$ cat config.mk
export PLATFORM = sky130hd
export DESIGN_NAME = game_sprite_loader
export DESIGN_NICKNAME = d
export VERILOG_FILES = /design/src/rtl/game_sprite_loader.sv
export SDC_FILE = /design/constraint.sdc
export NUM_CORES = 1
export LEC_CHECK = 0
export CAP_MARGIN = 20
export CORE_ASPECT_RATIO = 0.9
export CORE_MARGIN = 4
export CORE_UTILIZATION = 55
export CTS_CLUSTER_DIAMETER = 60
export CTS_CLUSTER_SIZE = 8
export DETAILED_ROUTE_END_ITERATION = 6
export PLACE_DENSITY = 0.72
export SYNTH_ARGS = -nofsm -noshare
export SYNTH_HDL_FRONTEND = slang
export SYNTH_SLANG_ARGS = --single-unit
export TNS_END_PERCENT = 100
$ cat constraint.sdc
create_clock -name clk -period 9.5 [get_ports clk]
set_clock_uncertainty 0.1 [all_clocks]
set_input_delay 1.9 -clock clk [delete_from_list [all_inputs] [get_ports clk]]
set_output_delay 1.9 -clock clk [all_outputs]
set_load 0.03 [all_outputs]
$ cat src/rtl/game_sprite_loader.sv
// Sprite update loader: buffers a header plus optional row words from a
// valid/ready stream and commits them to the display registers during vblank.
module game_sprite_loader #(
    parameter int unsigned X_WIDTH         = 10,
    parameter int unsigned Y_WIDTH         = 10,
    parameter int unsigned SPRITE_HEIGHT   = 8,
    parameter int unsigned ROW_INDEX_WIDTH = 3,
    parameter int unsigned ROW_WIDTH       = 32
) (
    input  logic                       clk,
    input  logic                       reset,
    input  logic                       in_valid,
    output logic                       in_ready,
    input  logic [ROW_WIDTH-1:0]       in_data,
    input  logic                       vblank,
    output logic                       busy,
    output logic                       done,
    output logic                       xy_we,
    output logic                       row_we,
    output logic [ROW_INDEX_WIDTH-1:0] wr_row_index,
    output logic [ROW_WIDTH-1:0]       wr_data
);

    localparam int unsigned ROWS_FOLLOW_BIT = 29;
    localparam logic [ROW_INDEX_WIDTH-1:0] LAST_ROW = ROW_INDEX_WIDTH'(SPRITE_HEIGHT - 1);

    // x and y must stay clear of the enable/tile/rows_follow flag bits
    if (X_WIDTH + Y_WIDTH > 29) begin : g_xy_too_wide
        $error("game_sprite_loader: X_WIDTH + Y_WIDTH must not exceed 29");
    end

    typedef enum logic [2:0] {
        IDLE        = 3'd0,
        RECV_ROWS   = 3'd1,
        WAIT_VB     = 3'd2,
        COMMIT_ROWS = 3'd3,
        COMMIT_XY   = 3'd4
    } state_e;

    state_e                     state_q, state_d;
    logic [ROW_INDEX_WIDTH-1:0] cnt_q, cnt_d;
    logic [ROW_WIDTH-1:0]       hdr_q, hdr_d;
    logic [ROW_WIDTH-1:0]       shadow_q [SPRITE_HEIGHT];

    logic                       in_ready_q, in_ready_d;
    logic                       busy_q, busy_d;
    logic                       done_q, done_d;
    logic                       xy_we_q, xy_we_d;
    logic                       row_we_q, row_we_d;
    logic [ROW_INDEX_WIDTH-1:0] wr_row_index_q, wr_row_index_d;
    logic [ROW_WIDTH-1:0]       wr_data_q, wr_data_d;

    logic accept;
    logic shadow_we;

    assign accept    = in_valid && in_ready_q;
    assign shadow_we = accept && (state_q == RECV_ROWS);

    // State register; outputs are registered from the next-state decode so
    // they line up with the state they describe.
    always_ff @(posedge clk) begin
        if (!reset) begin
            state_q        <= IDLE;
            cnt_q          <= '0;
            hdr_q          <= '0;
            in_ready_q     <= 1'b1;
            busy_q         <= 1'b0;
            done_q         <= 1'b0;
            xy_we_q        <= 1'b0;
            row_we_q       <= 1'b0;
            wr_row_index_q <= '0;
            wr_data_q      <= '0;
        end else begin
            state_q        <= state_d;
            cnt_q          <= cnt_d;
            hdr_q          <= hdr_d;
            in_ready_q     <= in_ready_d;
            busy_q         <= busy_d;
            done_q         <= done_d;
            xy_we_q        <= xy_we_d;
            row_we_q       <= row_we_d;
            wr_row_index_q <= wr_row_index_d;
            wr_data_q      <= wr_data_d;
        end
    end

    // Shadow rows carry no reset; a discarded update is never committed.
    always_ff @(posedge clk) begin
        if (shadow_we) begin
            shadow_q[cnt_q] <= in_data;
        end
    end

    // Next-state logic
    always_comb begin
        state_d = state_q;
        cnt_d   = cnt_q;
        hdr_d   = hdr_q;
        unique case (state_q)
            IDLE: begin
                if (accept) begin
                    hdr_d   = in_data;
                    cnt_d   = '0;
                    state_d = in_data[ROWS_FOLLOW_BIT] ? RECV_ROWS : WAIT_VB;
                end
            end
            RECV_ROWS: begin
                if (accept) begin
                    if (cnt_q == LAST_ROW) begin
                        cnt_d   = '0;
                        state_d = WAIT_VB;
                    end else begin
                        cnt_d = cnt_q + ROW_INDEX_WIDTH'(1);
                    end
                end
            end
            WAIT_VB: begin
                if (vblank) begin
                    state_d = hdr_q[ROWS_FOLLOW_BIT] ? COMMIT_ROWS : COMMIT_XY;
                end
            end
            COMMIT_ROWS: begin
                if (cnt_q == LAST_ROW) begin
                    cnt_d   = '0;
                    state_d = COMMIT_XY;
                end else begin
                    cnt_d = cnt_q + ROW_INDEX_WIDTH'(1);
                end
            end
            COMMIT_XY: begin
                state_d = IDLE;
            end
            default: begin
                state_d = IDLE;
                cnt_d   = '0;
            end
        endcase
    end

    // Output decode from the upcoming state and row counter only
    always_comb begin
        in_ready_d     = 1'b0;
        busy_d         = 1'b0;
        done_d         = 1'b0;
        xy_we_d        = 1'b0;
        row_we_d       = 1'b0;
        wr_row_index_d = '0;
        wr_data_d      = '0;
        unique case (state_d)
            IDLE: begin
                in_ready_d = 1'b1;
            end
            RECV_ROWS: begin
                in_ready_d = 1'b1;
                busy_d     = 1'b1;
            end
            WAIT_VB: begin
                busy_d = 1'b1;
            end
            COMMIT_ROWS: begin
                busy_d         = 1'b1;
                row_we_d       = 1'b1;
                wr_row_index_d = cnt_d;
                wr_data_d      = shadow_q[cnt_d];
            end
            COMMIT_XY: begin
                busy_d    = 1'b1;
                xy_we_d   = 1'b1;
                done_d    = 1'b1;
                wr_data_d = hdr_d;
            end
            default: begin
                in_ready_d = 1'b0;
            end
        endcase
    end

    assign in_ready     = in_ready_q;
    assign busy         = busy_q;
    assign done         = done_q;
    assign xy_we        = xy_we_q;
    assign row_we       = row_we_q;
    assign wr_row_index = wr_row_index_q;
    assign wr_data      = wr_data_q;

endmodule

-- Word-level counts from Yosys, hierarchy flattened
Memories as Yosys holds them, arrays and structs flattened.
Index checks and enable logic that the tools add are counted.
Widths: inputs -> output; s select.
- memories: 1
- bits of input ports: 36
- bits in writable memories: 256
- output and inout bits: 40
- register bits: 77
- logic and storage cells: 49
- memories (memory ; depth ; width ; read ports ; clocked after memory_dff ; wr ports ; RTL line ; RTL):
    shadow_q ; 8 ; 32 ; 1 ; 0 ; 1 ; 43 ; logic [ROW_WIDTH-1:0] shadow_q [SPRITE_HEIGHT];
- muxes and demuxes: 21
- add/subtract/negate cells: 1
- reduce and logical (&&, ||, !) cells: 8
- equal/unequal tests: 9
- operators with widths (kind ; count):
    $mux 32 ; 2
    $pmux 32 s2 ; 1
    $mux 3 ; 9
    $pmux 3 s4 ; 2
    $eq 3x2->1 const B ; 4
    $eq 3x3->1 const B ; 3
    $eq 3x1->1 const B ; 2
    $logic_not 3->1 ; 2
    $mux 1 ; 6
    $reduce_or 2->1 ; 2
    $reduce_or 4->1 ; 1
    $add 3x1->3 const B ; 1
    $logic_and 1x1->1 ; 2
    $mux 2 ; 1
    $reduce_and 2->1 ; 1

-- Longest topological paths before layout
- depth after elaboration: 7
- gate-level depth with buffers: 11
- mapped depth without buffers: 8

-- Least setup slack after synthesis
Ideal clock, no wire load.
- kind: input port to flip-flop
- start point: input in_valid
- end point: memory shadow_q[1][0] (enable)
- arrival time: 4.490 ns
- library setup time: 0.461 ns
- required time: 8.939 ns
- slack: 4.449 ns
- path buffers: 0
- stages: 3
- cell sequence: and2_1 nand4_1 nor3_1
- longest elaborated chain between the ends: 4
- RTL lines (element ; RTL line ; RTL):
    start, declared ; 12 ; input logic in_valid,
    $logic_and 1x1->1 ; 56 ; assign accept = in_valid && in_ready_q;
    $logic_and 1x1->1 ; 57 ; assign shadow_we = accept && (state_q == RECV_ROWS);
    $mux 1 ; 89 ; if (shadow_we) begin
    $mux 1 (implied by the code) ; 90 ; shadow_q[cnt_q] <= in_data;
    end, declared ; 43 ;
No other way between the ends.

-- Worst setup path after layout
- start point: input in_valid
- end point: register wr_data_q[12], in the netlist wr_data[12]
- longest elaborated chain between the ends: 5
- elaborated cells on any way between the ends: 13
- classes of those cells: 2 x eq/ne; 9 x mux; 1 x reduce/logical; 1 x memory
- RTL lines (element ; RTL line ; RTL):
    $logic_and 1x1->1 (*) ; 56 ;
    $mux 3, on equally long branches ; 108, 101 ;
    $pmux 3 s4 ; 99 ; unique case (state_q)
    $mem_v2 8x32 (tied with other cells) ; n/a ;
    $pmux 32 s2 (*) ; 149 ; unique case (state_d)
    end signal, assigned ; 83 ; wr_data_q <= wr_data_d;
    end, declared ; 51 ; logic [ROW_WIDTH-1:0] wr_data_q, wr_data_d;
Every way passes the cells marked *; elsewhere a longest branch is shown, timed or not.
A chain may end at the register's enable or synchronous reset.

==> flow_metrics.env <==
export IMPL_min_period_ps=4640
export IMPL_cts_htree_levels=2
export IMPL_synth_seq_cells=333
export IMPL_layout_commonest_cell="edfxtp_1"
export IMPL_gp_congestion=0.7775
export IMPL_crit_arrival_ps=4960
export IMPL_die_y_um=152.5
export IMPL_crit_type="in2reg"
export IMPL_dieArea_um2=25720
export IMPL_clk_root_buffer_cell="clkbuf_16"
export IMPL_worstHoldPathType="reg2reg"
export IMPL_first_pass_iters=5
export IMPL_grt_first_pass_wirelength_um=40970
export IMPL_seq_area_um2=9229
export IMPL_antenna_found_initial=0
export IMPL_die_x_um=168.6
export IMPL_relSlewSlack_pct=32.56
export IMPL_status="finished, final reports clean"
export IMPL_critPathSlowestCell="buf_4"
export IMPL_cts_buffers=47
export IMPL_critPathMaxFanout=61
export IMPL_crit_required_ps=9820
export IMPL_fin_setup_tns_ps=0
export IMPL_drc=0
export IMPL_synth_cell_types=42
export IMPL_crit_buf_inv=2
export IMPL_drt_initial_drc_count=603
export IMPL_r2r_start="cnt_q[1]"
export IMPL_vias_per_cell=5.716
export IMPL_grt_usage_pct=20.48
export IMPL_core_rowCount=52
export IMPL_cts_repair_resized=0
export IMPL_clk_path_buf_depth=3
export IMPL_cts_sinks=333
export IMPL_tightest_slew_ps=1010
export IMPL_whs_ps=409.9
export IMPL_cap_violations=0
export IMPL_finalSetupViolations=0
export IMPL_p_per_area_nw_per_um2=230.8
export IMPL_insertion_delay_ps=540
export IMPL_cts_tree="yes"
export IMPL_drive_gt1_share_pct=9.834
export IMPL_crit_path_start_kind="input pin"
export IMPL_fmax_mhz=215.5
export IMPL_r2r_setup_slack_ps=5820
export IMPL_synth_flop_cell="edfxtp_1"
export IMPL_hold_viol=0
export IMPL_endpoint="wr_data[12]"
export IMPL_via_count=7219
export IMPL_portBuffers=75
export IMPL_routed_wirelength_um=26800
export IMPL_avgSynthCellArea_um2=15.24
export IMPL_ant_nets=0
export IMPL_fin_nets=965
export IMPL_path_cells="clkdlybuf4s50_1 -> nand2_1 -> a2111o_1 -> nand3_4 -> buf_4 -> mux2i_1 -> mux2i_1 -> a211o_1"
export IMPL_postCtsSetupRepairBufs=0
export IMPL_post_dp_cell_area_um2=13730
export IMPL_yosysSeqAreaShare_pct=72.28
export IMPL_synth_edf_count=256
export IMPL_syn_nets=876
export IMPL_max_stage_delay_ps=760
export IMPL_synth_warnings=0
export IMPL_drv_slew=0
export IMPL_endpoint_kind="flip-flop"
export IMPL_hpwl_um=13630
export IMPL_p_leak_nw=5.468
export IMPL_design_area_um2=15120
export IMPL_final_cell_mix="edfxtp_1 (256), mux2i_1 (135), nand2_1 (91)"
export IMPL_synthArstFlopShare_pct=0
export IMPL_ctsHoldBuffers=0
export IMPL_cp_depth=8
export IMPL_grt_overflow_total=0
export IMPL_core_area_um2=22640
export IMPL_multi_input_area_um2=3234
export IMPL_num_antenna_cells=0
export IMPL_finalCritPeriodShare_pct=48.84
export IMPL_cp_common_cell="mux2i_1"
export IMPL_rsz0062_at_grt="no"
export IMPL_area_delta_synth_final_pct=18.43
export IMPL_crit_start="in_valid"
export IMPL_clkTransAtPathRegs_ps=50
export IMPL_netlist_area_um2=12770
export IMPL_start_util_pct=56.39
export IMPL_final_fill_count=1560
export IMPL_io_pins=76
export IMPL_cp_top_family="buffers and inverters"
export IMPL_wire_per_inst_um=21.22
export IMPL_grt_pass1_vias=7237
export IMPL_ir_drop_v=0.0001454
export IMPL_reg2reg_depth=9
export IMPL_rr_endpoint="wr_data[12]"
export IMPL_grt_max_degree=62
export IMPL_syn_inst=838
through the flow:
| stage | power, mW | cells | util (%) | setup slack [ps] |
|---|---|---|---|---|
| 2_1_floorplan | 1.902 | 838 | - | 4449 |
| 3_3_place_gp | 1.973 | 1175 | 60.65 | 4401 |
| 3_5_place_dp | 1.980 | 1175 | 60.65 | 4325 |
| 4_1_cts | 3.514 | 1263 | 66.79 | 4880 |
| 5_1_grt | 3.611 | 1263 | 66.79 | 4668 |
| 6_report | 3.491 | 1263 | 66.79 | 4860 |
registers in the layout, indices dropped and copies added (netlist names):
name / cells
state_q: 3
cnt_q: 3
wr_row_index: 3
xy_we: 1
shadow_q: 256
wr_data: 32
hdr_q: 32
busy: 1
in_ready: 1
row_we: 1
worst min-delay path: stages (launching register included):
cell and delay (ps):
dfxtp_1 300, mux2i_1 70, nor2b_1 100
Yosys cell counts, types with 8 or more instances:
cell	n	area (um2)
a211o_1	32	280.3
a211oi_2	8	100.1
a21oi_1	54	270.3
a31oi_1	9	56.30
buf_2	15	75.07
buf_4	18	135.1
buf_6	8	90.09
clkbuf_1	9	33.78
dfxtp_1	77	1541
edfxtp_1	256	7687
mux2i_1	135	1351
nand2_1	91	341.6
nor2_1	11	41.29
nor2b_1	34	212.7
o22ai_1	32	200.2
area by class of cell:
cell class,instances,area share (%)
Timing Repair Buffer,91,5.759
Clock inverter,2,0.1655
Tap cell,297,2.457
Clock buffer,86,9.027
Multi-Input combinational cell,447,21.39
Inverter,7,0.1738
Sequential cell,333,61.03
power by group:
group,switching [mW],internal (mW),leakage [nW]
clock network,0.576,0.960,0.661
registers,0.0173,1.61,2.93
logic,0.202,0.129,1.88
worst min-delay path by stage:
stage               slack [ps]      start   endpoint  cells after the start
detailed placement         400  hdr_q[28]  hdr_q[28]                      2
floorplan                  380  hdr_q[31]  hdr_q[31]                      2
finish                     410  hdr_q[28]  hdr_q[28]                      2
global placement           390  hdr_q[24]  hdr_q[24]                      2
global route               450   hdr_q[5]   hdr_q[5]                      2
CTS                        410  hdr_q[28]  hdr_q[28]                      2
routing by layer:
metal,track usage (%),routed length (um)
met1,29.55,12060
met2,32.42,12600
met3,3.502,1661
met4,6.028,473
met5,0,0
cells by family after synthesis:
family,count (synthesis),share of synthesized area (%)
AO/OA/AOI/OAI,148,7.928
buffers and inverters,58,2.940
AND/OR/NAND/NOR,161,5.987
multiplexers,136,10.67
flip-flops,333,72.28
adder cells (fa/ha/maj),2,0.1960
Power figures use the tool's default switching activity.
